$ cat config.mk
export PLATFORM = sky130hd
export DESIGN_NAME = status_array_arbiter
export DESIGN_NICKNAME = d
export VERILOG_FILES = /design/src/rtl/status_array_arbiter_pkg.sv /design/src/rtl/status_read_tracker.sv /design/src/rtl/status_array_arbiter.sv
export SDC_FILE = /design/constraint.sdc
export NUM_CORES = 1
export LEC_CHECK = 0
export ABC_AREA = 1
export BUFFER_PORTS_ARGS = -buffer_cell sky130_fd_sc_hd__buf_4
export CORE_ASPECT_RATIO = 2
export CORE_MARGIN = 2
export CORE_UTILIZATION = 42
export CTS_CLUSTER_DIAMETER = 50
export DETAILED_ROUTE_END_ITERATION = 12
export HOLD_SLACK_MARGIN = 0.06
export PLACE_DENSITY = 0.84
export SETUP_SLACK_MARGIN = 0.05
export SLEW_MARGIN = 10
export SYNTH_ARGS = -nofsm -noshare
export SYNTH_HDL_FRONTEND = slang
export SYNTH_SLANG_ARGS = --single-unit
$ cat constraint.sdc
create_clock -name clk -period 3.45 [get_ports clk]
set_input_delay 0.69 -clock clk [delete_from_list [all_inputs] [get_ports clk]]
set_output_delay 0.69 -clock clk [all_outputs]
set_load 0.02 [all_outputs]
$ cat src/rtl/status_array_arbiter_pkg.sv
// Shared constants and types for the status array arbiter.
package status_array_arbiter_pkg;

  // Status array geometry shared with the rest of the cache.
  localparam int STATUS_ADDR_WIDTH = 4;
  localparam int STATUS_ROW_WIDTH  = 16;
  localparam int STATUS_NUM_BLOCKS = 2;

  // Default macro read latency, in cycles after the request on the array port.
  localparam int STATUS_RD_LATENCY = 1;

  // Arbiter states: initializer owns the port, then normal run traffic.
  typedef enum logic {
    S_INIT = 1'b0,
    S_RUN  = 1'b1
  } arb_state_e;

endpackage

$ cat src/rtl/status_read_tracker.sv
// Valid/tag delay line matching the status array read latency.
module status_read_tracker #(
  parameter int RD_LATENCY = 1,
  parameter int TAG_WIDTH  = 4
) (
  input  logic                 clk,
  input  logic                 rst,
  input  logic                 push_i,
  input  logic [TAG_WIDTH-1:0] tag_i,
  output logic                 rvalid_o,
  output logic [TAG_WIDTH-1:0] rtag_o
);

  logic [RD_LATENCY-1:0] vld_q;
  logic [TAG_WIDTH-1:0]  tag_q [RD_LATENCY];

  // Valid bits are control: cleared on reset so in-flight reads are dropped.
  always_ff @(posedge clk) begin
    if (rst) begin
      vld_q <= '0;
    end else begin
      vld_q[0] <= push_i;
      for (int i = 1; i < RD_LATENCY; i++) begin
        vld_q[i] <= vld_q[i-1];
      end
    end
  end

  // Tags are payload and only meaningful where the matching valid is set.
  always_ff @(posedge clk) begin
    tag_q[0] <= tag_i;
    for (int i = 1; i < RD_LATENCY; i++) begin
      tag_q[i] <= tag_q[i-1];
    end
  end

  assign rvalid_o = vld_q[RD_LATENCY-1];
  assign rtag_o   = rvalid_o ? tag_q[RD_LATENCY-1] : '0;

endmodule

$ cat src/rtl/status_array_arbiter.sv
// Single-port status array arbiter: initializer, update writes and lookup
// reads share the port; lookups win unless an update has waited too long.
module status_array_arbiter
  import status_array_arbiter_pkg::*;
#(
  parameter int ADDR_WIDTH   = STATUS_ADDR_WIDTH,
  parameter int ROW_WIDTH    = STATUS_ROW_WIDTH,
  parameter int NUM_BLOCKS   = STATUS_NUM_BLOCKS,
  parameter int RD_LATENCY   = STATUS_RD_LATENCY,
  parameter int TAG_WIDTH    = 4,
  parameter int STARVE_LIMIT = 4
) (
  input  logic                  clk,
  input  logic                  rst,
  input  logic                  i_halt,
  input  logic                  i_init_complete,
  input  logic [ADDR_WIDTH-1:0] i_init_addr,
  input  logic [ROW_WIDTH-1:0]  i_init_data,
  input  logic                  i_init_wen,
  input  logic [NUM_BLOCKS-1:0] i_init_wmask,
  input  logic                  i_init_valid,
  input  logic [ADDR_WIDTH-1:0] i_upd_addr,
  input  logic [ROW_WIDTH-1:0]  i_upd_data,
  input  logic [NUM_BLOCKS-1:0] i_upd_wmask,
  input  logic                  i_upd_valid,
  output logic                  o_upd_ready,
  input  logic [ADDR_WIDTH-1:0] i_lkp_addr,
  input  logic [TAG_WIDTH-1:0]  i_lkp_tag,
  input  logic                  i_lkp_valid,
  output logic                  o_lkp_ready,
  output logic [ROW_WIDTH-1:0]  o_lkp_rdata,
  output logic [TAG_WIDTH-1:0]  o_lkp_rtag,
  output logic                  o_lkp_rvalid,
  output logic [ADDR_WIDTH-1:0] o_arr_addr,
  output logic [ROW_WIDTH-1:0]  o_arr_data,
  output logic                  o_arr_wen,
  output logic [NUM_BLOCKS-1:0] o_arr_wmask,
  output logic                  o_arr_valid,
  input  logic [ROW_WIDTH-1:0]  i_arr_rdata
);

  localparam int CNT_W = $clog2(STARVE_LIMIT + 1);

  arb_state_e            state_q, state_d;
  logic [CNT_W-1:0]      starve_cnt_q;
  logic [TAG_WIDTH-1:0]  arr_tag_q;
  logic                  starve_hit;
  logic                  init_gnt, upd_gnt, lkp_gnt;
  logic                  upd_rdy, lkp_rdy;
  logic                  rd_push;

  assign starve_hit = (starve_cnt_q == CNT_W'(STARVE_LIMIT));

  // State register.
  always_ff @(posedge clk) begin
    if (rst) state_q <= S_INIT;
    else     state_q <= state_d;
  end

  // Next state: leave init once the initializer reports completion.
  always_comb begin
    state_d = state_q;
    case (state_q)
      S_INIT:  if (i_init_complete) state_d = S_RUN;
      S_RUN:   state_d = S_RUN;
      default: state_d = S_INIT;
    endcase
  end

  // Ready/grant decode: lookup first, update when alone or when starved.
  always_comb begin
    init_gnt = 1'b0;
    upd_rdy  = 1'b0;
    lkp_rdy  = 1'b0;
    if (!i_halt) begin
      case (state_q)
        S_INIT: init_gnt = i_init_valid;
        S_RUN: begin
          lkp_rdy = !(i_upd_valid && starve_hit);
          upd_rdy = !i_lkp_valid || starve_hit;
        end
        default: ;
      endcase
    end
    upd_gnt = upd_rdy && i_upd_valid;
    lkp_gnt = lkp_rdy && i_lkp_valid;
  end

  assign o_upd_ready = upd_rdy;
  assign o_lkp_ready = lkp_rdy;

  // Starvation counter: counts lookups that overtake a waiting update.
  always_ff @(posedge clk) begin
    if (rst) begin
      starve_cnt_q <= '0;
    end else if (upd_gnt || !i_upd_valid) begin
      starve_cnt_q <= '0;
    end else if (lkp_gnt && !starve_hit) begin
      starve_cnt_q <= starve_cnt_q + 1'b1;
    end
  end

  // Array port register: the granted request appears one cycle later.
  always_ff @(posedge clk) begin
    if (rst) begin
      o_arr_valid <= 1'b0;
      o_arr_wen   <= 1'b0;
      o_arr_wmask <= '0;
      o_arr_addr  <= '0;
      o_arr_data  <= '0;
      arr_tag_q   <= '0;
    end else begin
      o_arr_valid <= 1'b0;
      o_arr_wen   <= 1'b0;
      o_arr_wmask <= '0;
      o_arr_addr  <= '0;
      o_arr_data  <= '0;
      arr_tag_q   <= '0;
      if (init_gnt) begin
        o_arr_valid <= 1'b1;
        o_arr_wen   <= i_init_wen;
        o_arr_wmask <= i_init_wmask;
        o_arr_addr  <= i_init_addr;
        o_arr_data  <= i_init_data;
      end else if (upd_gnt) begin
        o_arr_valid <= 1'b1;
        o_arr_wen   <= 1'b1;
        o_arr_wmask <= i_upd_wmask;
        o_arr_addr  <= i_upd_addr;
        o_arr_data  <= i_upd_data;
      end else if (lkp_gnt) begin
        o_arr_valid <= 1'b1;
        o_arr_addr  <= i_lkp_addr;
        arr_tag_q   <= i_lkp_tag;
      end
    end
  end

  assign rd_push = o_arr_valid && !o_arr_wen;

  status_read_tracker #(
    .RD_LATENCY (RD_LATENCY),
    .TAG_WIDTH  (TAG_WIDTH)
  ) u_rd_trk (
    .clk      (clk),
    .rst      (rst),
    .push_i   (rd_push),
    .tag_i    (arr_tag_q),
    .rvalid_o (o_lkp_rvalid),
    .rtag_o   (o_lkp_rtag)
  );

  assign o_lkp_rdata = o_lkp_rvalid ? i_arr_rdata : '0;

endmodule

==> impl_summary.log <==
[metrics] Hold Buf Count CTS: 0
[metrics] total die area: 4363 um^2
[metrics] areal power density over the cells: 393.4 nW/um^2
[metrics] synth unique cells: 24
[metrics] number of nets in the layout: 411
[metrics] combinational fraction of design power: 14.9%
[metrics] syn avg cell area: 7.572 um^2
[metrics] cells along the critical path: inv_1 > ha_1 > nand3_1 > nand2_1 > inv_2 > buf_4
[metrics] post-route total power: 1049 uW
[metrics] buffer count from post-CTS setup fixing: 0
[metrics] pin count of the biggest net entering global routing: 25
[metrics] biggest fanout along the worst timing path: 4
[metrics] fraction of power spent switching nets: 22.37%
[metrics] final clock period utilization by the worst path: 61.44%
[metrics] Num CTS Buffers: 5
[metrics] TritonCTS Sinks: 37
[metrics] layout cell share with drive strength beyond 1: 48.20%
[metrics] delay of the slowest critical-path stage: 0.37 ns
[metrics] part of the total power dissipated in the clock network: 42.7%
[metrics] number of antenna violations at the first check in global routing: 0
[metrics] clk root buf: sky130_fd_sc_hd__clkbuf_8
[metrics] Max VDD drop: 0.4579 mV
[metrics] Cell Int Power: 814.2 uW
[metrics] Top delay family on crit path: flip-flops
[metrics] die extent in x: 47.72 um
[metrics] area of the multi-input gates: 669.4 um^2
[metrics] slowest cell on the critical path: sky130_fd_sc_hd__dfxtp_1
[metrics] Hold Vio Cnt, Final: 0
[metrics] Synth Instances: 212
[metrics] Max Cap Violations: 0
[metrics] nets in the synthesized netlist: 290
[metrics] vias in the first global route: 1680
[metrics] worst slew slack as a fraction of its limit: 37.34%
[metrics] required time of the critical path: 2.76 ns
[metrics] Tot GR Track Use: 21.68%
[metrics] effective utilization at floorplan: 44.03%
[metrics] insertion delay to the later sink of the worst-skew pair: 0.29 ns
[metrics] number of placed instances with taps included: 375
[metrics] commonest non-fill, non-tap cell in the layout: sky130_fd_sc_hd__buf_4
[metrics] maximum level of the CTS H-tree: 2
[metrics] Post-synth EDFFs: 0
[metrics] initial DRC count: 6
[metrics] Net Switching: 234.7 uW
[metrics] number of antenna-violating nets in the routed design: 0
[metrics] total detailed-routing wirelength: 4390 um
[metrics] I/O Buffers: 122
[metrics] Vert. Die Dim: 91.43 um
[metrics] run status: complete, no violations
[metrics] Synth Flop Type: sky130_fd_sc_hd__dfxtp_1
[metrics] Max Root-Sink Buffers: 2
[metrics] CP endpoint kind: primary output
[metrics] most frequent cells in the layout: sky130_fd_sc_hd__buf_4, sky130_fd_sc_hd__nand2_1, sky130_fd_sc_hd__dfxtp_1
[metrics] area delta synth->final: 66.10%
[metrics] number of remaining DRC errors: 0
[metrics] Final setup violation count: 0
[metrics] clock tree from TritonCTS: yes
[metrics] worst clock skew: 0.002621 ns
[metrics] vias per inst: 4.679
[metrics] part of the Yosys area used for sequential elements: 46.14%
[metrics] crit start category: flop
[metrics] 1st-pass router iterations: 4
[metrics] IO Count: 123
[metrics] final number of max-transition violations: 0
[metrics] clock period minus final worst setup slack: 2.120 ns
[metrics] RSZ-0062 raised after global routing: no
[metrics] sequential share of power: 42.4%
[metrics] remaining global-route overflow: 0
[metrics] number of resized instances in the post-cts repair step: 0
[metrics] Yosys reg bits: 37
[metrics] critical path buffer and inverter count: 3
[metrics] Via Count: 1792
[metrics] Hold/Removal Path Class: reg -> reg
[metrics] half-perimeter wire length after placement: 3588 um
[metrics] last weighted congestion value of the routability-driven placer: 0.8150
[metrics] standard-cell row count: 31
[metrics] critical path data arrival time: 1.43 ns
[metrics] leakage component of the power: 0.001454 uW
[metrics] post-synthesis instance area: 1605 um^2
[metrics] fin cells: 383
[metrics] clock transition at the register clock pins on the worst setup and hold paths after CTS: 0.07 ns
[metrics] achievable clock frequency: 0.4718 GHz
[metrics] core area: 3646 um^2
[metrics] number of warnings issued by yosys: 0
[metrics] sum of negative setup slack: 0 ns
[metrics] slew at the pin with the worst max-slew slack: 0.9390 ns
[metrics] post-detailed-route wirelength per cell: 11.46 um
[metrics] area of all sequential standard cells: 740.7 um^2
[metrics] start-to-end type of the worst setup path: reg -> out
[metrics] antenna fix cells: 0
[metrics] Fillers: 320
[metrics] asr flop ratio synth: 0%
[metrics] wire length of the first global-routing pass: 6851 um
## routing by layer
metal,vias up,track usage [%],wire length (um)
met4,0,12.39,172
met3,14,5.567,394
met2,93,41.00,2538
li1,882,-,-
met5,-,0,0
met1,803,17.00,1285
## path summary, 6_finish.rpt
| kind | slack, ns | to | cells past startpoint | from |
|---|---|---|---|---|
| max reg2reg | 1.88 | o_arr_data[12] | 5 | state_q |
| min | 0.33 | u_rd_trk.tag_q[0][2] | 0 | arr_tag_q[2] |
| min reg2reg | 0.33 | u_rd_trk.tag_q[0][2] | 0 | arr_tag_q[2] |
| max | 1.33 | o_lkp_ready | 6 | starve_cnt_q[0] |
## area by class of cell
| class | count | area share [%] |
|---|---|---|
| Inverter | 37 | 5.303 |
| Clock buffer | 5 | 2.581 |
| Timing Repair Buffer | 122 | 34.35 |
| Sequential cell | 37 | 27.78 |
| Tap cell | 49 | 2.299 |
| Multi-Input combinational cell | 130 | 25.11 |
| Clock inverter | 3 | 2.581 |
## sequential cells by signal, summed over array words and instances, names as in the netlist, 2 cells and up
signal and flops:
starve_cnt_q 3, u_rd_trk.tag_q 4, arr_tag_q 4, o_arr_data 16
o_arr_addr 4, o_arr_wmask 2
## power by group through the flow
stage	combinational [uW]	sequential, uW	clock (uW)
finish	156	445	448
global route	170	446	479
CTS	158	445	458
detailed placement	158	455	0
global placement	155	454	0
floorplan	50.3	465	0
## synthesized netlist by cell type, types with 2 or more instances
| library cell | n | share of area [%] |
|---|---|---|
| sky130_fd_sc_hd__nand2_1 | 67 | 16 |
| sky130_fd_sc_hd__dfxtp_1 | 37 | 46 |
| sky130_fd_sc_hd__inv_1 | 32 | 7.5 |
| sky130_fd_sc_hd__a21oi_1 | 12 | 3.7 |
| sky130_fd_sc_hd__nand2_2 | 11 | 4.3 |
| sky130_fd_sc_hd__a21oi_2 | 10 | 5.5 |
| sky130_fd_sc_hd__nand4_1 | 7 | 2.7 |
| sky130_fd_sc_hd__nor2_1 | 7 | 1.6 |
| sky130_fd_sc_hd__nand3_1 | 5 | 1.6 |
| sky130_fd_sc_hd__buf_2 | 3 | 0.94 |
| sky130_fd_sc_hd__clkbuf_1 | 3 | 0.70 |
| sky130_fd_sc_hd__inv_2 | 3 | 0.70 |
| sky130_fd_sc_hd__ha_1 | 2 | 1.6 |
| sky130_fd_sc_hd__nor2_2 | 2 | 0.78 |
| sky130_fd_sc_hd__o21ai_0 | 2 | 0.62 |
## through the flow
| step | util [%] | instance area [um^2] | hold slack, ns | worst slack [ns] |
|---|---|---|---|---|
| after global routing | 73.13 | 2666 | 0.3475 | 1.243 |
| after floorplan | - | 1605 | 0.3096 | 1.584 |
| after global placement | 69.35 | 2529 | 0.3099 | 1.374 |
| after CTS | 73.13 | 2666 | 0.3342 | 1.323 |
| after detailed placement | 69.35 | 2529 | 0.3157 | 1.359 |
| final | 73.13 | 2666 | 0.3308 | 1.330 |
## cell families after synthesis
group	count (synthesis)	share of synthesized area, %
and+or+nand+nor	103	29.77
buffers and inverters	45	12.16
adders and majority gates	2	1.559
DFF	37	46.14
AOI/OAI and AO/OA	24	9.821
xor gates and xnor gates	1	0.5457
(Power assumes the default switching activity.)
